[src/rtl/data_xform_if.sv]
// -----------------------------------------------------------------------------
// data_xform_if
// Handshake and status bundle for data_xform_unit.
//   ctrl/in_data/in_valid/in_ready : operand input stream (ctrl picks the op)
//   out_data/out_op/out_valid/out_ready : result stream from the FIFO head
//   clr_flags : one-cycle pulse that clears the sticky ovf/ill flags
//   level     : FIFO occupancy, 0..DEPTH
//   status    : packed status word
// Modports: slave = the transform unit, master = the producer/consumer side.
// -----------------------------------------------------------------------------
interface data_xform_if #(
  parameter int DATA_W = 8,
  parameter int DEPTH  = 4
);
  logic [2:0]              ctrl;
  logic [DATA_W-1:0]       in_data;
  logic                    in_valid;
  logic                    in_ready;
  logic [DATA_W-1:0]       out_data;
  logic [2:0]              out_op;
  logic                    out_valid;
  logic                    out_ready;
  logic                    clr_flags;
  logic [$clog2(DEPTH):0]  level;
  logic [7:0]              status;

  modport slave (
    input  ctrl, in_data, in_valid, out_ready, clr_flags,
    output in_ready, out_data, out_op, out_valid, level, status
  );

  modport master (
    output ctrl, in_data, in_valid, out_ready, clr_flags,
    input  in_ready, out_data, out_op, out_valid, level, status
  );
endinterface

[src/rtl/data_xform_unit.sv]
// -----------------------------------------------------------------------------
// data_xform_unit
// Applies a per-word operation chosen by ctrl to each accepted operand and
// queues {ctrl, result} in a small FIFO. Sticky ovf/ill flags and an en flag
// are reported through the status word.
//   clk : clock
//   rst : asynchronous, active-high reset (flushes FIFO, clears flags)
//   bus : data_xform_if.slave (operand stream, result stream, flags, status)
// Ops: 001 dec by DEC_STEP, 010 inc by INC_STEP, 011 invert, 100 pass,
//      000 zero, 101..111 zero + illegal flag.
// Build option: define DATA_XFORM_SATURATE_EN to clamp dec/inc results on
// borrow/carry instead of wrapping; ovf is flagged in both builds.
// status = {0, empty, en, ill, ovf, full, 0, out_valid}; 8'h02 while rst.
// -----------------------------------------------------------------------------
module data_xform_unit #(
  parameter int DATA_W   = 8,
  parameter int DEC_STEP = 1,
  parameter int INC_STEP = 2,
  parameter int DEPTH    = 4
) (
  input  logic           clk,
  input  logic           rst,
  data_xform_if.slave    bus
);
  localparam int AW = $clog2(DEPTH);
  localparam int LW = AW + 1;
  localparam int EW = DATA_W + 1;
  localparam int MW = DATA_W + 3;

  logic [MW-1:0]     mem [DEPTH];
  logic [AW-1:0]     wr_ptr_reg, rd_ptr_reg;
  logic [LW-1:0]     level_reg;
  logic              en_reg, ovf_reg, ill_reg;

  logic              full, empty, push, pop, in_ready_int;
  logic [EW-1:0]     diff_ext, sum_ext;
  logic              borrow, carry;
  logic [DATA_W-1:0] result_next;
  logic              en_next, ovf_hit, ill_hit;
  logic [MW-1:0]     head;

  assign full         = (level_reg == LW'(DEPTH));
  assign empty        = (level_reg == '0);
  // rst feeds in_ready directly so nothing is accepted while held in reset
  assign in_ready_int = !rst && !full;
  assign push         = bus.in_valid && in_ready_int;
  assign pop          = !empty && bus.out_ready;

  // One extra bit exposes the borrow/carry out of the dec/inc paths
  assign diff_ext = {1'b0, bus.in_data} - EW'(DEC_STEP);
  assign sum_ext  = {1'b0, bus.in_data} + EW'(INC_STEP);
  assign borrow   = diff_ext[DATA_W];
  assign carry    = sum_ext[DATA_W];

  always_comb begin
    result_next = '0;
    en_next     = en_reg;
    ovf_hit     = 1'b0;
    ill_hit     = 1'b0;
    case (bus.ctrl)
      3'b001: begin
        ovf_hit = borrow;
        en_next = 1'b1;
`ifdef DATA_XFORM_SATURATE_EN
        result_next = borrow ? '0 : diff_ext[DATA_W-1:0];
`else
        result_next = diff_ext[DATA_W-1:0];
`endif
      end
      3'b010: begin
        ovf_hit = carry;
        en_next = 1'b1;
`ifdef DATA_XFORM_SATURATE_EN
        result_next = carry ? '1 : sum_ext[DATA_W-1:0];
`else
        result_next = sum_ext[DATA_W-1:0];
`endif
      end
      3'b011: begin
        result_next = ~bus.in_data;
        en_next     = 1'b0;
      end
      3'b100: result_next = bus.in_data;
      3'b000: en_next = 1'b0;
      default: begin
        ill_hit = 1'b1;
        en_next = 1'b0;
      end
    endcase
  end

  always_ff @(posedge clk or posedge rst) begin
    if (rst) begin
      wr_ptr_reg <= '0;
      rd_ptr_reg <= '0;
      level_reg  <= '0;
      en_reg     <= 1'b0;
      ovf_reg    <= 1'b0;
      ill_reg    <= 1'b0;
    end else begin
      if (push) wr_ptr_reg <= wr_ptr_reg + AW'(1);
      if (pop)  rd_ptr_reg <= rd_ptr_reg + AW'(1);
      case ({push, pop})
        2'b10:   level_reg <= level_reg + LW'(1);
        2'b01:   level_reg <= level_reg - LW'(1);
        default: level_reg <= level_reg;
      endcase
      if (push) en_reg <= en_next;
      // A set in the same cycle as clr_flags takes priority
      ovf_reg <= (push && ovf_hit) || (ovf_reg && !bus.clr_flags);
      ill_reg <= (push && ill_hit) || (ill_reg && !bus.clr_flags);
    end
  end

  // Storage carries no reset; validity is tracked by the pointers/level
  always_ff @(posedge clk) begin
    if (push) mem[wr_ptr_reg] <= {bus.ctrl, result_next};
  end

  assign head          = mem[rd_ptr_reg];
  assign bus.in_ready  = in_ready_int;
  assign bus.out_valid = !empty;
  assign bus.out_data  = empty ? '0 : head[DATA_W-1:0];
  assign bus.out_op    = empty ? '0 : head[MW-1:DATA_W];
  assign bus.level     = level_reg;
  assign bus.status    = rst ? 8'h02
                             : {1'b0, empty, en_reg, ill_reg, ovf_reg, full, 1'b0, !empty};
endmodule

[src/flat_wrapper.sv]
// flat-port wrapper written by rule: the top's interface ports become plain ports
module data_xform_unit_flat 
#(
  parameter int DATA_W   = 8,
  parameter int DEC_STEP = 1,
  parameter int INC_STEP = 2,
  parameter int DEPTH    = 4
)
  (clk, rst, bus_ctrl, bus_in_data, bus_in_valid, bus_out_ready, bus_clr_flags, bus_in_ready, bus_out_data, bus_out_op, bus_out_valid, bus_level, bus_status);
  data_xform_if #(.DATA_W(DATA_W), .DEPTH(DEPTH)) bus_i ();
  input  logic clk;
  input  logic rst;
  input wire logic [$bits(bus_i.ctrl)-1:0] bus_ctrl;
  input wire logic [$bits(bus_i.in_data)-1:0] bus_in_data;
  input wire logic [$bits(bus_i.in_valid)-1:0] bus_in_valid;
  input wire logic [$bits(bus_i.out_ready)-1:0] bus_out_ready;
  input wire logic [$bits(bus_i.clr_flags)-1:0] bus_clr_flags;
  output wire logic [$bits(bus_i.in_ready)-1:0] bus_in_ready;
  output wire logic [$bits(bus_i.out_data)-1:0] bus_out_data;
  output wire logic [$bits(bus_i.out_op)-1:0] bus_out_op;
  output wire logic [$bits(bus_i.out_valid)-1:0] bus_out_valid;
  output wire logic [$bits(bus_i.level)-1:0] bus_level;
  output wire logic [$bits(bus_i.status)-1:0] bus_status;
  assign bus_i.ctrl = bus_ctrl;
  assign bus_i.in_data = bus_in_data;
  assign bus_i.in_valid = bus_in_valid;
  assign bus_i.out_ready = bus_out_ready;
  assign bus_i.clr_flags = bus_clr_flags;
  assign bus_in_ready = bus_i.in_ready;
  assign bus_out_data = bus_i.out_data;
  assign bus_out_op = bus_i.out_op;
  assign bus_out_valid = bus_i.out_valid;
  assign bus_level = bus_i.level;
  assign bus_status = bus_i.status;
  data_xform_unit #(.DATA_W(DATA_W), .DEC_STEP(DEC_STEP), .INC_STEP(INC_STEP), .DEPTH(DEPTH)) u_core (.clk(clk), .rst(rst), .bus(bus_i));
endmodule
[config.mk]
export PLATFORM = sky130hd
export DESIGN_NAME = data_xform_unit_flat
export DESIGN_NICKNAME = d
export VERILOG_FILES = /design/src/rtl/data_xform_if.sv /design/src/rtl/data_xform_unit.sv /design/src/flat_wrapper.sv
export SDC_FILE = /design/constraint.sdc
export NUM_CORES = 1
export LEC_CHECK = 0
export BUFFER_PORTS_ARGS = -buffer_cell sky130_fd_sc_hd__clkbuf_2
export CAP_MARGIN = 20
export CELL_PAD_IN_SITES_DETAIL_PLACEMENT = 1
export CELL_PAD_IN_SITES_GLOBAL_PLACEMENT = 1
export CORE_MARGIN = 1.5
export CORE_UTILIZATION = 50
export CTS_BUF_LIST = sky130_fd_sc_hd__clkbuf_8
export DETAILED_ROUTE_END_ITERATION = 6
export PLACE_DENSITY_LB_ADDON = 0.1
export SLEW_MARGIN = 20
export SYNTH_ARGS = -nofsm -noshare
export SYNTH_HDL_FRONTEND = slang
export SYNTH_SLANG_ARGS = --single-unit
[constraint.sdc]
create_clock -name clk -period 5.7 [get_ports clk]
set_clock_uncertainty 0.2 [all_clocks]
set_input_delay 1.425 -clock clk [delete_from_list [all_inputs] [get_ports clk]]
set_output_delay 1.425 -clock clk [all_outputs]
set_load 0.02 [all_outputs]
==> results of run 1 <==
cells in the final DEF (no fill, tap or decap), types with 2 or more instances in the layout:
| cell | n |
|---|---|
| sky130_fd_sc_hd__or3_4 | 2 |
| sky130_fd_sc_hd__nand2b_1 | 3 |
| sky130_fd_sc_hd__and2_4 | 2 |
| sky130_fd_sc_hd__xor2_1 | 3 |
| sky130_fd_sc_hd__clkbuf_2 | 38 |
| sky130_fd_sc_hd__o21ai_1 | 3 |
| sky130_fd_sc_hd__dfrtp_1 | 10 |
| sky130_fd_sc_hd__xnor2_1 | 6 |
| sky130_fd_sc_hd__nor2b_1 | 2 |
| sky130_fd_sc_hd__o22ai_1 | 9 |
| sky130_fd_sc_hd__ha_1 | 9 |
| sky130_fd_sc_hd__a21o_1 | 2 |
| sky130_fd_sc_hd__a22o_1 | 2 |
| sky130_fd_sc_hd__nand3_1 | 3 |
| sky130_fd_sc_hd__mux4_2 | 8 |
| sky130_fd_sc_hd__mux4_1 | 3 |
| sky130_fd_sc_hd__clkinvlp_4 | 2 |
| sky130_fd_sc_hd__and3_1 | 6 |
| sky130_fd_sc_hd__and2_1 | 13 |
| sky130_fd_sc_hd__nand2_1 | 6 |
| sky130_fd_sc_hd__and2b_1 | 2 |
| sky130_fd_sc_hd__a211oi_1 | 2 |
| sky130_fd_sc_hd__a31oi_1 | 2 |
| sky130_fd_sc_hd__inv_1 | 13 |
| sky130_fd_sc_hd__edfxtp_1 | 44 |
| sky130_fd_sc_hd__o21ai_0 | 4 |
| sky130_fd_sc_hd__a21oi_1 | 3 |
| sky130_fd_sc_hd__clkbuf_8 | 5 |
| sky130_fd_sc_hd__nor2_1 | 15 |
worst paths after layout:
kind	from	end	slack [ns]	cells after the start
hold / removal	u_core.en_reg	u_core.en_reg	0.32	2
min in group asynchronous	rst	u_core.bus.level[2]	1.00	2
hold reg to reg	u_core.en_reg	u_core.en_reg	0.32	2
setup reg to reg	u_core.bus.level[1]	u_core.bus.level[2]	3.23	8
setup / recovery	rst	bus_in_ready	1.68	4
max in group asynchronous	rst	u_core.wr_ptr_reg[1]	3.96	2
cells in the mapped netlist (4+ instances only):
cell type	count
sky130_fd_sc_hd__and2_1	13
sky130_fd_sc_hd__and3_1	6
sky130_fd_sc_hd__buf_2	5
sky130_fd_sc_hd__dfrtp_1	10
sky130_fd_sc_hd__edfxtp_1	44
sky130_fd_sc_hd__ha_1	9
sky130_fd_sc_hd__inv_1	12
sky130_fd_sc_hd__mux4_2	8
sky130_fd_sc_hd__nand2_1	6
sky130_fd_sc_hd__nor2_1	15
sky130_fd_sc_hd__o21ai_0	4
sky130_fd_sc_hd__o22ai_1	9
sky130_fd_sc_hd__xnor2_1	6
final cells by class:
class | count | area [um2]
Inverter | 13 | 48.8
Tap cell | 72 | 90.1
Multi-Input combinational cell | 131 | 1100
Clock inverter | 3 | 18.8
Fill cell | 554 | 2350
Timing Repair Buffer | 38 | 190
Clock buffer | 5 | 68.8
Sequential cell | 54 | 1570
metrics by stage:
| step | setup WS [ns] | hold slack [ns] | instances |
|---|---|---|---|
| detailed placement | 1.65 | 0.309 | 308 |
| global route | 1.54 | 0.341 | 316 |
| CTS | 1.65 | 0.329 | 316 |
| global placement | 1.75 | 0.270 | 308 |
| floorplan | 2.08 | 0.249 | 208 |
| finish | 1.68 | 0.320 | 316 |
power groups by stage:
stage | Combinational, mW | Sequential (mW) | Clock [mW]
2_1_floorplan | 0.388 | 0.547 | 0
3_3_place_gp | 0.487 | 0.573 | 0
3_5_place_dp | 0.521 | 0.582 | 0
4_1_cts | 0.522 | 0.573 | 0.208
5_1_grt | 0.558 | 0.583 | 0.218
6_report | 0.514 | 0.572 | 0.202
cells by family after synthesis:
family / count (synthesis)
other: 1
buffers and inverters: 23
adder cells (fa/ha/maj): 10
multiplexers: 12
AO/OA/AOI/OAI: 37
flip-flops: 54
XOR/XNOR: 9
AND/OR/NAND/NOR: 62
critical path: stages:
cell	delay [ns]
sky130_fd_sc_hd__clkbuf_2	0.14
sky130_fd_sc_hd__inv_1	0.40
sky130_fd_sc_hd__and2_4	0.26
sky130_fd_sc_hd__clkbuf_2	0.17
per-layer routing:
layer | up-vias | track usage | share of wire
met5 | - | 0 | 0
met4 | 0 | 0.0600 | 0.0098
met3 | 6 | 0.0365 | 0.027
met2 | 38 | 0.402 | 0.53
met1 | 929 | 0.277 | 0.44
li1 | 848 | - | -
==> impl_metrics.env, run 1 <==
export IMPL_cts_tree="yes"
export IMPL_grtUsageTotal=0.223
export IMPL_share_clk_of_total_power=0.157
export IMPL_final_max_slew_violation_count=0
export IMPL_fin_tns_setup_ns=0
export IMPL_grt_remaining_overflow=0
export IMPL_cts_setup_buffers=0
export IMPL_power_static_leakage_nw=1.22
export IMPL_compound_gate_portion_of_the_synthesized_area=0.0902
export IMPL_syn_area_per_cell_um2=13.4
export IMPL_status="completed"
export IMPL_final_design_area_no_fill_um2=3090
export IMPL_row_count=27
export IMPL_classification_of_the_worst_slack_hold_path="reg2reg"
export IMPL_setup_repair_after_global_routing_missed_its_margin="false"
export IMPL_detail_route_wl_per_cell_um=19.7
export IMPL_ys_top_cells_by_area="sky130_fd_sc_hd__edfxtp_1, sky130_fd_sc_hd__dfrtp_1, sky130_fd_sc_hd__mux4_2"
export IMPL_numCtsBuffers=5
export IMPL_clock_latency_ns=0.30
export IMPL_synth_adder_area_share=0.0476
export IMPL_largest_reg_flops=44
export IMPL_pin_count=40
export IMPL_synth_cell_type_count=52
export IMPL_ant_nets=0
export IMPL_post_cts_hold_buffers=0
export IMPL_post_synth_mux_area_share=0.0969
export IMPL_cp_required_ns=4.07
export IMPL_placement_cell_area_um2=3000
export IMPL_drtIter0Drc=74
export IMPL_slew_limit_headroom=0.494
export IMPL_synthSimpleGateAreaFrac=0.131
export IMPL_p_total_mw=1.29
export IMPL_fp_dieW_um=77.7
export IMPL_antenna_found_initial=0
export IMPL_maxCapViolations=0
export IMPL_global_route_wire_length_before_repair_um=10100
export IMPL_timing_final_hold_violations=0
export IMPL_detail_route_vias_per_cell=5.76
export IMPL_maximum_number_of_pins_on_one_net_before_global_route_repair=26
export IMPL_post_route_min_period_ns=4.02
export IMPL_synth_top_family_by_area="simple AND/OR/NAND/NOR gates"
export IMPL_share_seq_of_total_power=0.444
export IMPL_sw_power_mw=0.481
export IMPL_clk_root_buffer_cell="sky130_fd_sc_hd__clkbuf_8"
export IMPL_port_buffers=38
export IMPL_achievable_frequency_ghz=0.249
export IMPL_coreArea_um2=5440
export IMPL_mappedNetlistNets=234
export IMPL_drt_drc_violations_left=0
export IMPL_number_of_global_route_vias_before_repair=1959
export IMPL_power_share_combinational=0.399
export IMPL_post_route_cells_drive_above_1_share=0.246
export IMPL_synth_xor_xnor_area_share=0.0283
export IMPL_ir_worst_vdd_mv=0.212
export IMPL_synth_flop_cell="sky130_fd_sc_hd__edfxtp_1"
export IMPL_dieHeight_um=77.7
export IMPL_crit_path_start_kind="input pin"
export IMPL_final_setup_viol_count=0
export IMPL_ctsLongestPathBuffers=2
export IMPL_timing_worst_slew_pin_value_ns=0.759
export IMPL_async_flop_share=0.185
export IMPL_nNetsFinal=269
export IMPL_post_synth_top_area_cell="sky130_fd_sc_hd__edfxtp_1"
export IMPL_clk_pin_slew_ns=0.09
export IMPL_net_sw_frac=0.373
export IMPL_synth_edf_count=44
export IMPL_via_count=1821
export IMPL_clock_sinks=54
export IMPL_final_core_util=0.568
export IMPL_yosysTopAreaCellShare=0.474
export IMPL_htreeDepth=2
export IMPL_firstDrtPassIters=4
export IMPL_worst_endpoint_arrival_ns=2.39
export IMPL_syn_area_um2=2790
export IMPL_post_cts_resize_count=0
export IMPL_gpl_final_weighted_congestion=0.880
export IMPL_num_antenna_cells=0
export IMPL_worstSetupPathType="in2out"
export IMPL_yosysSeqAreaShare=0.564
export IMPL_post_route_period_util=0.705
export IMPL_setup_worst_path_end_class="output port"
export IMPL_internal_power_mw=0.807
export IMPL_die_area_um2=6030
export IMPL_power_density_cell_area_nw_per_um2=417
export IMPL_synthToLayoutAreaGrowth_pct=10.8
export IMPL_synth_seq_cells=54
export IMPL_detailed_place_hpwl_um=4590
export IMPL_routed_wirelength_um=6220
export IMPL_yosysWarnings=0
export IMPL_floorplan_initialDensity=0.513
export IMPL_cp_max_fo=13
export IMPL_synth_instances=208
No activity file was read; power rests on OpenSTA's default activity.
==> run 2, diff against run 1 <==
CORE_UTILIZATION = 44   (was 50)
clock period = 3.3 ns   (was 5.7 ns; I/O delays follow)
==> run 2 against run 1 <==
- wire length shrank 4.3%
- utilization shrank 4.4 points
- die area up 13%
- via count decreased by 0.44%
- sequential share of layout area shrank 1.1 points
- global-route usage down 2.9 points
- non-clock buffer count is 5 higher
- sequential power grew 66%
==> impl_metrics.env, run 2 (synthesis results as in run 1) <==
export IMPL_numCtsBuffers=5
export IMPL_largest_reg_flops=44
export IMPL_clk_pin_slew_ns=0.09
export IMPL_number_of_global_route_vias_before_repair=1865
export IMPL_final_max_slew_violation_count=0
export IMPL_finalHoldWorstSlack_ns=0.303
export IMPL_cp_cell_sequence="buf_4 -> mux4_1 -> and2_1 -> clkbuf_2"
export IMPL_setup_repair_after_global_routing_missed_its_margin="false"
export IMPL_nNetsFinal=274
export IMPL_clock_latency_ns=0.30
export IMPL_drtIter0Drc=87
export IMPL_crit_path_start_kind="flop"
export IMPL_layout_common_cells="sky130_fd_sc_hd__edfxtp_1, sky130_fd_sc_hd__clkbuf_2, sky130_fd_sc_hd__nor2_1"
export IMPL_global_route_wire_length_before_repair_um=9490
export IMPL_routed_wirelength_um=5960
export IMPL_most_frequent_standard_cell_in_the_layout_excluding_fill_and_tap_cells="sky130_fd_sc_hd__edfxtp_1"
export IMPL_clock_sinks=54
export IMPL_antenna_found_initial=0
export IMPL_maxCapViolations=0
export IMPL_synthToLayoutAreaGrowth_pct=13.3
export IMPL_final_core_util=0.524
export IMPL_worst_endpoint_arrival_ns=1.78
export IMPL_firstDrtPassIters=4
export IMPL_power_density_cell_area_nw_per_um2=737
export IMPL_pin_count=40
export IMPL_worst_path_max_delay_cell="sky130_fd_sc_hd__mux4_1"
export IMPL_grt_remaining_overflow=0
export IMPL_num_antenna_cells=0
export IMPL_peak_per_stage_delay_on_the_critical_path_ns=0.59
export IMPL_maximum_number_of_pins_on_one_net_before_global_route_repair=17
export IMPL_setup_worst_path_end_class="output port"
export IMPL_row_count=28
export IMPL_fin_tns_setup_ns=0
export IMPL_detail_route_vias_per_cell=5.60
export IMPL_post_cts_hold_buffers=0
export IMPL_grtUsageTotal=0.194
export IMPL_timing_worst_slew_pin_value_ns=0.634
export IMPL_gpl_final_weighted_congestion=0.785
export IMPL_crit_buf_inv=2
export IMPL_final_setup_viol_count=0
export IMPL_timing_final_hold_violations=0
export IMPL_via_count=1813
export IMPL_detailed_place_hpwl_um=4450
export IMPL_worstSetupPathType="reg2out"
export IMPL_post_route_min_period_ns=2.81
export IMPL_floorplan_initialDensity=0.463
export IMPL_ctsLongestPathBuffers=2
export IMPL_post_route_cells_drive_above_1_share=0.261
export IMPL_power_static_leakage_nw=1.27
export IMPL_post_cts_resize_count=0
export IMPL_classification_of_the_worst_slack_hold_path="reg2reg"
export IMPL_port_buffers=38
export IMPL_cts_setup_buffers=0
export IMPL_ant_nets=0
export IMPL_die_area_um2=6820
export IMPL_cp_required_ns=2.27
export IMPL_dieHeight_um=82.6
export IMPL_critical_path_top_delay_family="multiplexers"
export IMPL_slew_limit_headroom=0.577
export IMPL_detail_route_wl_per_cell_um=18.4
export IMPL_achievable_frequency_ghz=0.356
export IMPL_cp_max_fo=7
export IMPL_clk_root_buffer_cell="sky130_fd_sc_hd__clkbuf_8"
export IMPL_coreArea_um2=6030
export IMPL_ir_worst_vdd_mv=0.337
export IMPL_htreeDepth=2
export IMPL_drt_drc_violations_left=0
export IMPL_status="completed"
export IMPL_cts_tree="yes"
export IMPL_post_route_period_util=0.851
export IMPL_fp_dieW_um=82.6
==> run 2: report_power, final <==
group,internal (mW),total (mW),switching [mW]
Clock,0.244,0.451,0.206
Sequential,0.856,0.950,0.0939
Combinational,0.411,0.928,0.517
Total,1.51,2.33,0.817
==> run 2: final cells by class <==
cell class	count	area [um2]
repair buffers	43	228
fillers	653	2870
flip-flops and latches	54	1570
clock buffers	6	82.6
well taps	75	93.8
inverters	13	48.8
clock inverters	2	33.8
multi-input cells	131	1100
==> run 2: path summary, 6_finish.rpt <==
path                                 startpoint                    to  slack (ns)  depth (start not counted)
min in group asynchronous                   rst        u_core.ovf_reg        0.33                          2
min reg2reg                       u_core.en_reg         u_core.en_reg        0.30                          2
max reg2reg                 u_core.bus.level[1]   u_core.bus.level[2]        0.86                          8
min                               u_core.en_reg         u_core.en_reg        0.30                          2
max                        u_core.rd_ptr_reg[0]         bus_out_op[0]        0.49                          4
max in group asynchronous                   rst  u_core.rd_ptr_reg[1]        2.19                          3
==> run 2: per-layer routing <==
| layer | track usage | vias up | share of wire |
|---|---|---|---|
| li1 | - | 858 | - |
| met1 | 0.267 | 908 | 0.47 |
| met2 | 0.306 | 43 | 0.48 |
| met3 | 0.0374 | 4 | 0.039 |
| met4 | 0.0717 | 0 | 0.0091 |
| met5 | 0 | - | 0 |
==> run 2: stage by stage <==
| stage | instance area, um2 | instances | power, mW | setup slack, ns |
|---|---|---|---|---|
| 2_1_floorplan | 2790 | 208 | 1.62 | 0.811 |
| 6_report | 3160 | 324 | 2.33 | 0.490 |
| 3_3_place_gp | 3040 | 316 | 1.87 | 0.607 |
| 3_5_place_dp | 3040 | 316 | 1.92 | 0.488 |
| 5_1_grt | 3160 | 324 | 2.48 | 0.401 |
| 4_1_cts | 3160 | 324 | 2.36 | 0.457 |
==> run 2: tightest hold or removal path, delay by kind of cell, from the launching register on <==
kind	cells	cell delay, ns
flip-flops	1	0.35
AO/OA/AOI/OAI	2	0.13
==> run 3, diff against run 2 <==
CORE_UTILIZATION = 48   (was 44)
HOLD_SLACK_MARGIN = 0.02   (was default)
SKIP_LAST_GASP = 1   (was default)
clock period = 3 ns   (was 3.3 ns; I/O delays follow)
==> run 3 against run 2 <==
- register-to-register slack worse by 0.25 ns
- worst setup slack worse by 0.27 ns
- via count is 0.88% higher
- critical path type unchanged
==> impl_metrics.env, run 3 (synthesis results as in run 1) <==
export IMPL_cp_cell_sequence="buf_4 -> mux4_1 -> and2_1 -> clkbuf_2"
export IMPL_drtIter0Drc=92
export IMPL_finalHoldWorstSlack_ns=0.286
export IMPL_row_count=27
export IMPL_worst_path_max_delay_cell="sky130_fd_sc_hd__mux4_1"
export IMPL_p_total_mw=2.44
export IMPL_via_count=1829
export IMPL_gpl_final_weighted_congestion=0.894
export IMPL_drt_drc_violations_left=0
export IMPL_detail_route_wl_per_cell_um=19.4
export IMPL_r2r_setup_slack_ns=0.61
export IMPL_globalRouteMet3Util=0.0414
export IMPL_ctsLongestPathBuffers=2
export IMPL_maximum_number_of_pins_on_one_net_before_global_route_repair=26
export IMPL_floorplan_initialDensity=0.503
export IMPL_ant_nets=0
export IMPL_global_route_wire_length_before_repair_um=10100
export IMPL_setup_repair_after_global_routing_missed_its_margin="false"
export IMPL_setup_worst_path_end_class="output port"
export IMPL_detail_route_vias_per_cell=5.73
export IMPL_post_route_cells_drive_above_1_share=0.255
export IMPL_num_antenna_cells=0
export IMPL_clk_pin_slew_ns=0.09
export IMPL_peak_per_stage_delay_on_the_critical_path_ns=0.61
export IMPL_achievable_frequency_ghz=0.359
export IMPL_clock_latency_ns=0.29
export IMPL_layout_common_cells="sky130_fd_sc_hd__edfxtp_1, sky130_fd_sc_hd__clkbuf_2, sky130_fd_sc_hd__nor2_1"
export IMPL_final_design_area_no_fill_um2=3110
export IMPL_cts_setup_buffers=0
export IMPL_setup_ws_ns=0.218
export IMPL_timing_final_hold_violations=0
export IMPL_grt_busiest_layer="met2"
export IMPL_post_route_period_util=0.927
export IMPL_slew_limit_headroom=0.590
export IMPL_maxCapViolations=0
export IMPL_post_cts_resize_count=0
export IMPL_status="completed"
export IMPL_cp_required_ns=2.05
export IMPL_power_density_cell_area_nw_per_um2=784
export IMPL_ir_worst_vdd_mv=0.383
export IMPL_groute_layer_met1_usage=0.270
export IMPL_synthToLayoutAreaGrowth_pct=11.6
export IMPL_fp_dieW_um=79.2
export IMPL_nNetsFinal=272
export IMPL_die_area_um2=6270
export IMPL_largest_reg_flops=44
export IMPL_htreeDepth=2
export IMPL_fillCellCount=585
export IMPL_pin_count=40
export IMPL_numCtsBuffers=5
export IMPL_number_of_global_route_vias_before_repair=1963
export IMPL_grt_remaining_overflow=0
export IMPL_dieHeight_um=79.2
export IMPL_placement_cell_area_um2=3020
export IMPL_grtUsageTotal=0.214
export IMPL_cp_max_fo=13
export IMPL_firstDrtPassIters=4
export IMPL_crit_reg2reg_launch="u_core.bus.level[1]"
export IMPL_post_route_min_period_ns=2.78
export IMPL_worst_r2r_cell_count=8
export IMPL_worstSetupPathType="reg2out"
export IMPL_final_max_slew_violation_count=0
export IMPL_worstSetupStartpoint="u_core.rd_ptr_reg[0]"
export IMPL_most_frequent_standard_cell_in_the_layout_excluding_fill_and_tap_cells="sky130_fd_sc_hd__edfxtp_1"
export IMPL_placement_setup_worst_slack_ns=0.312
export IMPL_crit_path_start_kind="flop"
export IMPL_worst_endpoint_arrival_ns=1.83
export IMPL_post_cts_hold_buffers=0
export IMPL_fin_tns_setup_ns=0
export IMPL_clock_sinks=54
export IMPL_classification_of_the_worst_slack_hold_path="in2async"
export IMPL_timing_worst_slew_pin_value_ns=0.615
export IMPL_routed_wirelength_um=6180
export IMPL_grt_use_met2=0.379
export IMPL_power_static_leakage_nw=1.23
export IMPL_antenna_found_initial=0
export IMPL_clk_root_buffer_cell="sky130_fd_sc_hd__clkbuf_8"
export IMPL_port_buffers=38
export IMPL_cts_tree="yes"
export IMPL_detailed_place_hpwl_um=4590
export IMPL_regToRegEndpoint="u_core.bus.level[2]"
export IMPL_coreArea_um2=5540
export IMPL_final_setup_viol_count=0
## run 3: cell types whose count changed in the layout (fill, tap and decap cells not counted), sizes merged
| cell | before | now |
|---|---|---|
| buf | 5 | 3 |
| clkinvlp | 0 | 2 |
| bufinv | 1 | 0 |
| clkbuf | 44 | 43 |
## run 3: report_power, final
part / total (mW) / internal (mW) / switching (mW)
combinational: 1.01 / 0.441 / 0.573
sequential: 1.04 / 0.942 / 0.101
clock: 0.383 / 0.161 / 0.222
total: 2.44 / 1.54 / 0.895
## run 3: layer usage
layer	wire length (um)	up-vias
met5	0	-
met4	62	0
met3	234	6
met2	3200	44
met1	2670	926
li1	-	853
## run 3: per-stage QoR
stage          instances  utilization
2_1_floorplan        208            -
5_1_grt              319        0.562
6_report             319        0.562
4_1_cts              319        0.562
3_3_place_gp         311        0.546
3_5_place_dp         311        0.546
## run 3: worst max path at each step
stage                                to  slack [ns]  cells after the start
floorplan                 bus_status[6]        0.59                      3
global placement    u_core.bus.level[2]        0.45                      9
detailed placement  u_core.bus.level[2]        0.31                      9
CTS                     bus_out_data[7]        0.17                      4
global route            bus_out_data[7]        0.13                      4
finish                  bus_out_data[7]        0.22                      4
## run 3: worst max-delay path: cells and delay by family (launching register included)
kind                   cells  cell delay (ns)
buffers and inverters      2             0.40
muxes                      1             0.61
and+or+nand+nor            1             0.18
DFF                        1             0.35
## run 3: area by class of cell
type | count | area [um2] | share of cell area
timing repair buffer | 41 | 213 | 0.0684
inverter | 13 | 48.8 | 0.0157
clock buffer | 5 | 68.8 | 0.0221
tap | 72 | 90.1 | 0.0290
clock inverter | 3 | 18.8 | 0.00603
multi-input combinational | 131 | 1100 | 0.354
sequential | 54 | 1570 | 0.505
